[src/rtl/dual_port_memory_if.sv]
// Bus bundle for the two-port RAM: per-port write enable, address, write data and read data.
interface dual_port_memory_if #(
  parameter int ADDR = 4,
  parameter int DATA = 8
);
  logic            a_wr;
  logic [ADDR-1:0] a_addr;
  logic [DATA-1:0] a_din;
  logic [DATA-1:0] a_dout;
  logic            b_wr;
  logic [ADDR-1:0] b_addr;
  logic [DATA-1:0] b_din;
  logic [DATA-1:0] b_dout;

  modport master (
    output a_wr, a_addr, a_din, b_wr, b_addr, b_din,
    input  a_dout, b_dout
  );

  modport slave (
    input  a_wr, a_addr, a_din, b_wr, b_addr, b_din,
    output a_dout, b_dout
  );
endinterface

[src/rtl/dual_port_memory.sv]
// True dual-port register-file RAM: write-first on the writing port, read-before-write
// across ports, port A wins a same-address double write; whole array clears on reset.
module dual_port_memory #(
  parameter int ADDR = 4,
  parameter int DATA = 8
) (
  input  logic                clk,
  input  logic                rst_n,
  dual_port_memory_if.slave   bus
);
  localparam int DEPTH = 32'd1 << ADDR;

  logic [DATA-1:0] mem_q [DEPTH];
  logic [DATA-1:0] mem_d [DEPTH];
  logic [DATA-1:0] a_dout_q;
  logic [DATA-1:0] a_dout_d;
  logic [DATA-1:0] b_dout_q;
  logic [DATA-1:0] b_dout_d;
  logic            a_we_s;
  logic            b_we_s;
  logic            same_addr_s;

  // An unknown enable compares as non-true and falls into the no-write branches.
  always_comb begin
    a_we_s      = 1'b0;
    b_we_s      = 1'b0;
    same_addr_s = 1'b0;
    a_dout_d    = '0;
    b_dout_d    = '0;
    mem_d       = mem_q;

    if (bus.a_wr == 1'b1) begin
      a_we_s = 1'b1;
    end else begin
      a_we_s = 1'b0;
    end
    if (bus.b_wr == 1'b1) begin
      b_we_s = 1'b1;
    end else begin
      b_we_s = 1'b0;
    end
    same_addr_s = (bus.a_addr == bus.b_addr);

    for (int i = 0; i < DEPTH; i++) begin
      if (a_we_s && (bus.a_addr == ADDR'(i))) begin
        mem_d[i] = bus.a_din;
      end else if (b_we_s && (bus.b_addr == ADDR'(i))) begin
        mem_d[i] = bus.b_din;
      end else begin
        mem_d[i] = mem_q[i];
      end
    end

    if (a_we_s) begin
      a_dout_d = bus.a_din;
    end else begin
      a_dout_d = mem_q[bus.a_addr];
    end

    // B reports what actually lands in the array, so a lost double write shows A's data.
    if (b_we_s && a_we_s && same_addr_s) begin
      b_dout_d = bus.a_din;
    end else if (b_we_s) begin
      b_dout_d = bus.b_din;
    end else begin
      b_dout_d = mem_q[bus.b_addr];
    end
  end

  always_ff @(posedge clk or negedge rst_n) begin
    if (!rst_n) begin
      mem_q    <= '{default: '0};
      a_dout_q <= '0;
      b_dout_q <= '0;
    end else begin
      mem_q    <= mem_d;
      a_dout_q <= a_dout_d;
      b_dout_q <= b_dout_d;
    end
  end

  assign bus.a_dout = a_dout_q;
  assign bus.b_dout = b_dout_q;
endmodule

[src/flat_wrapper.sv]
// flat-port wrapper written by rule: the top's interface ports become plain ports
module dual_port_memory_flat 
#(
  parameter int ADDR = 4,
  parameter int DATA = 8
)
  (clk, rst_n, bus_a_wr, bus_a_addr, bus_a_din, bus_b_wr, bus_b_addr, bus_b_din, bus_a_dout, bus_b_dout);
  dual_port_memory_if #(.ADDR(ADDR), .DATA(DATA)) bus_i ();
  input  logic clk;
  input  logic rst_n;
  input wire logic [$bits(bus_i.a_wr)-1:0] bus_a_wr;
  input wire logic [$bits(bus_i.a_addr)-1:0] bus_a_addr;
  input wire logic [$bits(bus_i.a_din)-1:0] bus_a_din;
  input wire logic [$bits(bus_i.b_wr)-1:0] bus_b_wr;
  input wire logic [$bits(bus_i.b_addr)-1:0] bus_b_addr;
  input wire logic [$bits(bus_i.b_din)-1:0] bus_b_din;
  output wire logic [$bits(bus_i.a_dout)-1:0] bus_a_dout;
  output wire logic [$bits(bus_i.b_dout)-1:0] bus_b_dout;
  assign bus_i.a_wr = bus_a_wr;
  assign bus_i.a_addr = bus_a_addr;
  assign bus_i.a_din = bus_a_din;
  assign bus_i.b_wr = bus_b_wr;
  assign bus_i.b_addr = bus_b_addr;
  assign bus_i.b_din = bus_b_din;
  assign bus_a_dout = bus_i.a_dout;
  assign bus_b_dout = bus_i.b_dout;
  dual_port_memory #(.ADDR(ADDR), .DATA(DATA)) u_core (.clk(clk), .rst_n(rst_n), .bus(bus_i));
endmodule
[config.mk]
export PLATFORM = sky130hd
export DESIGN_NAME = dual_port_memory_flat
export DESIGN_NICKNAME = d
export VERILOG_FILES = /design/src/rtl/dual_port_memory_if.sv /design/src/rtl/dual_port_memory.sv /design/src/flat_wrapper.sv
export SDC_FILE = /design/constraint.sdc
export NUM_CORES = 1
export LEC_CHECK = 0
export CELL_PAD_IN_SITES_DETAIL_PLACEMENT = 1
export CELL_PAD_IN_SITES_GLOBAL_PLACEMENT = 2
export CORE_MARGIN = 3
export CORE_UTILIZATION = 40
export DETAILED_ROUTE_END_ITERATION = 6
export GPL_ROUTABILITY_DRIVEN = 0
export PLACE_DENSITY_LB_ADDON = 0.1
export SLEW_MARGIN = 0
export SYNTH_ARGS = -nofsm -noshare
export SYNTH_HDL_FRONTEND = slang
export SYNTH_SLANG_ARGS = --single-unit
[constraint.sdc]
create_clock -name clk -period 1.8 [get_ports clk]
set_clock_uncertainty 0.15 [all_clocks]
set_input_delay 0.27 -clock clk [delete_from_list [all_inputs] [get_ports clk]]
set_output_delay 0.27 -clock clk [all_outputs]
set_load 0.02 [all_outputs]
# After elaboration in Yosys (flattened, before gate mapping)
# Cells that the tools add are included.
# word_totals
regBits,144
output_inout_bits,16
# classes
n_lt_le_gt_ge,2
n_eq_ne,31
mux,43
bitwise,2
n_reduce_logical,52
# ops
cell,count
8-bit two-way mux,39
8-bit binary-select mux with 4-bit select,2
"4-bit equality test, second input constant",16
1-bit logical AND,34
"4-bit by 3-bit equality test with 1-bit output, second input constant",8
2-bit nonzero test,16
"4-bit by 2-bit equality test with 1-bit output, second input constant",4
"5-bit >= comparator, second input constant",2
4-bit inverter with 5-bit output,2
"4-bit by 1-bit equality test with 1-bit output, second input constant",2
4-bit logical NOT,2
4-bit equality test,1
1-bit two-way mux,2

# Depth between registers and ports, before layout
# depth
word_depth,6
ltp_mapped,8

# Worst setup path before layout
# OpenSTA, ideal clock, no wires.
# synth_path
kind,input -> register
start,input bus_b_addr[1]
end,register u_core.b_dout_q[3] (netlist: u_core.bus.b_dout[3])
setup_time_ns,0.123
t_arrival_ns,1.638
required_ns,1.527
setup_slack_ns,-0.111
cell_stages,6
path_buffers,2
cell_sequence,buf_2 -> clkbuf_1 -> mux2_2 -> a222oi_1 -> nand4_1 -> o221a_2
# synth_between
elab_chain_cells,6
# synth_lines
element,line,text
from (decl),flat_wrapper.sv:15,input wire logic [$bits(bus_i.b_addr)-1:0] bus_b_addr;
4-bit inverter with 5-bit output (not written as such),dual_port_memory.sv:66,b_dout_d = mem_q[bus.b_addr];
8-bit binary-select mux with 4-bit select,dual_port_memory.sv:66,
8-bit two-way mux (not written as such) (2 in series),dual_port_memory.sv:66,
8-bit two-way mux,dual_port_memory.sv:63,end else if (b_we_s) begin
8-bit two-way mux *,dual_port_memory.sv:61,if (b_we_s && a_we_s && same_addr_s) begin
net u_core.b_dout_d[3],dual_port_memory.sv:18,logic [DATA-1:0] b_dout_d;
to (signal assigned),dual_port_memory.sv:78,b_dout_q <= b_dout_d;
to (decl),dual_port_memory.sv:17,logic [DATA-1:0] b_dout_q;
# The timed path passes the listed nets; every way through them passes the cells marked *. The select of a mux whose other input is x is not followed.
# A chain may end at the register's enable or synchronous reset.

# Worst setup path after layout
# layout_path
start,register u_core.mem_q[45] in the netlist's numbering
end,register u_core.a_dout_q[5] (netlist: u_core.bus.a_dout[5])
# layout_between
elab_chain_cells,4
# layout_lines
element,line,text
from (decl),dual_port_memory.sv:13,logic [DATA-1:0] mem_q [DEPTH];
from (signal assigned),dual_port_memory.sv:76,mem_q <= mem_d;
8-bit binary-select mux with 4-bit select,dual_port_memory.sv:57,a_dout_d = mem_q[bus.a_addr];
8-bit two-way mux (not written as such) (2 in series),dual_port_memory.sv:57,
8-bit two-way mux,dual_port_memory.sv:54,if (a_we_s) begin
net u_core.a_dout_d[5],dual_port_memory.sv:16,logic [DATA-1:0] a_dout_d;
to (signal assigned),dual_port_memory.sv:77,a_dout_q <= a_dout_d;
to (decl),dual_port_memory.sv:15,logic [DATA-1:0] a_dout_q;
# The timed path passes the listed nets, and every way through them passes these cells. The select of a mux whose other input is x is not followed.

==> reports/metrics.cfg <==
[sta]
setup_ws_ns=-0.0427
rsz0062_at_grt=yes
whs_ns=0.141
post-route-period-util_pct=102
finalHoldViolations=0
slew_headroom_pct=67.5
slew_viol_final=0
max_slew.worst_pin.slew_ns=0.485
setup_viol=3
tns_ns=-0.0537
period_needed_ns=1.84
fmax_ghz=0.543

[critical_path]
critPathBufInv=0
path_max_fanout=2
critPathArrivalTime_ns=1.97
end_kind=flop
critPathKind=flop to flop
worstSetupStartpointType=flop
crit_slowest_cell=mux4_2
cpLargestDelayFamily=multiplexers
required_ns=1.92
slowest_delay_ns=0.50
crit_path_cell_trace=mux4_2 -> nor2b_1 -> a2111oi_1 -> a221oi_1

[route]
drc=0
drt_iter0_markers=838
first_pass_iters=7
ant_nets=0
routedWlPerCell_um=29.5
drt-total-wl_um=39300
vias_per_cell=6.35
vias=8447

[cells_and_area]
fillCellCount=2359
final_nets=1065
fin_cells=1330
seq_area_um2=3610
drive_gt1_share_pct=31.5
antenna_cells=0
area_growth_pct=29.7
multi_input_area_um2=5190

[clock_tree]
path_clk_slew_ns=0.07
tritoncts=yes
clk_latency_ns=0.44
clockBufferDepth=2
numCtsBuffers=17
cts-root-buf=clkbuf_16
h-tree-depth=4
clock-sinks=144

[outcome]
status=complete, but fails checks
violations=setup timing

[synthesis]
yosys.cell_types.count=59
syn_nets=929
synth.top_cell.area_share_pct=39.3
synth-seq-cells=144
ys.flop_type=dfrtp_1
ys_warn_count=0
async_flop_share_pct=100
synth_area_per_cell_um2=10.2
syn_inst=901
yosys.area.top_type=dfrtp_1
ys_seq_area_share_pct=39.3
synth_edf_count=0
synth_area_leaders=dfrtp_1 39%, mux2i_1 12%, mux4_2 8.8%
synth_area_um2=9180

[grt]
antenna_found_initial=0
grt_use_total_pct=32.1
grt_pass1_vias=8780
grt_pass1_wl_um=58200
grt_max_degree=41
grt-ovfl-total=0

[power]
vdd_drop_max_uv=642
cellLeakagePower_nw=4.81
p_per_area_nw_per_um2=1030

[floorplan]
die_h_um=157
die_w_um=157
rows=54
dieArea_um2=24800
ios=44
initial_core_util_pct=41.4
coreArea_um2=22200

[placed_design]
port_buffers=43
dp.cells=1290
dp_slack_ns=-0.533
hpwlAfterDp_um=28000

[job]
cap_violations=0

[worst_hold_path]
min_path_type=input port to asynchronous set/reset pin

-- path summary, 6_finish.rpt --
kind	startpoint	endpoint	slack [ns]	cells past startpoint
worst max-delay path	u_core.mem_q[45]	u_core.bus.a_dout[5]	-0.04	4
worst min-delay path	rst_n	u_core.mem_q[121]	0.14	2
worst max register to register	u_core.mem_q[45]	u_core.bus.a_dout[5]	-0.04	4
worst min register to register	u_core.mem_q[59]	u_core.mem_q[59]	0.41	2
max in group asynchronous	rst_n	u_core.mem_q[115]	0.74	3
min in group clk	bus_a_wr	u_core.bus.a_dout[0]	0.38	3
-- cells by family (layout without fill, tap and decap cells) --
kind of cell / Yosys count / count (layout) / share of synthesized area (%)
flip-flops: 144 / 144 / 39.3
AO/OA/AOI/OAI: 229 / 229 / 15.6
AND/OR/NAND/NOR: 240 / 240 / 13.0
XOR/XNOR: 4 / 4 / 0.382
multiplexers: 184 / 184 / 26.1
buffers and inverters: 100 / 249 / 5.66
-- synth_stat cells, types with 2 or more instances --
cell type  number
o21ai_1         8
nor2b_1        10
and3b_1         2
buf_2          31
o32ai_2         2
mux4_1          3
nand3b_1        4
a21oi_1       160
nand3_1         3
inv_1           9
dfrtp_1       144
nor3b_2         2
o221a_2         8
o22ai_2         4
mux2_2         33
nand4_1         9
nand2b_1        6
nor3_1         41
a222oi_1        8
o21ai_0         8
o22ai_1         3
buf_6           5
a221oi_1        8
mux2i_1       111
or2_2           5
o22ai_4         2
nor2_2          3
mux4_2         36
nand2_1        25
nor2_4          6
o22a_1          7
a2111oi_0       7
or3_1           2
clkbuf_1       33
buf_4           7
nor2_1        112
buf_1          10
xor2_1          3
-- report_power, final --
| group | leakage (nW) | internal, mW | switching [mW] |
|---|---|---|---|
| clock network | 0.262 | 1.81 | 1.67 |
| logic | 2.91 | 1.94 | 2.03 |
| registers | 1.64 | 4.03 | 0.773 |
| total | 4.81 | 7.77 | 4.47 |
-- layout by cell type, fill, tap and decap left out, types with 7 or more instances in the layout --
| cell | instances |
|---|---|
| a21oi_1 | 159 |
| a222oi_1 | 8 |
| buf_12 | 38 |
| buf_4 | 122 |
| clkbuf_16 | 18 |
| clkdlybuf4s50_1 | 18 |
| dfrtp_1 | 142 |
| dlygate4sd2_1 | 9 |
| dlymetal6s2s_1 | 11 |
| inv_1 | 9 |
| inv_6 | 7 |
| mux2_2 | 33 |
| mux2i_1 | 111 |
| mux4_2 | 37 |
| nand2_1 | 25 |
| nand4_1 | 9 |
| nor2_1 | 112 |
| nor2b_1 | 9 |
| nor3_1 | 40 |
| o21ai_0 | 8 |
| o21ai_1 | 8 |
| o221a_2 | 8 |
| o22a_1 | 7 |
-- sequential cells by signal, indices dropped and copies added, names as in the netlist --
signal	flops
u_core.bus.a_dout	8
u_core.bus.b_dout	8
u_core.mem_q	128
-- metal layers --
metal  global-route usage [%]  vias up  share of wire (%)
met5                        0        -                  0
met3                     6.76       75                7.8
met4                     11.9        0                3.6
met2                     51.0      387                 47
met1                     43.6     4389                 41
li1                         -     3596                  -
-- timing repair --
| item | in CTS | in global routing |
|---|---|---|
| cloned | 0 | 1 |
| hold buffers | 1 | 0 |
| gates resized for setup | 29 | 29 |
| setup endpoints to repair | 26 | 99 |
| pin swaps | 3 | 9 |
| setup buffers | 1 | 5 |
| hold endpoints to repair | 144 | 0 |
-- metrics by stage --
step | cell area, µm² | power (mW) | utilization (%)
finish | 11900 | 12.2 | 53.7
global route | 11900 | 12.7 | 53.7
CTS | 11700 | 12.1 | 52.9
detailed placement | 11100 | 8.60 | 50.1
global placement | 11100 | 8.41 | 50.1
floorplan | 9200 | 6.50 | -
-- area by class of cell --
class,instances,area share (%)
multi-input combinational,657,43.6
sequential,144,30.3
timing repair buffer,208,18.3
clock buffer,17,3.57
tap,280,2.94
clock inverter,15,1.04
inverter,9,0.284
Power figures use the tool's default switching activity.
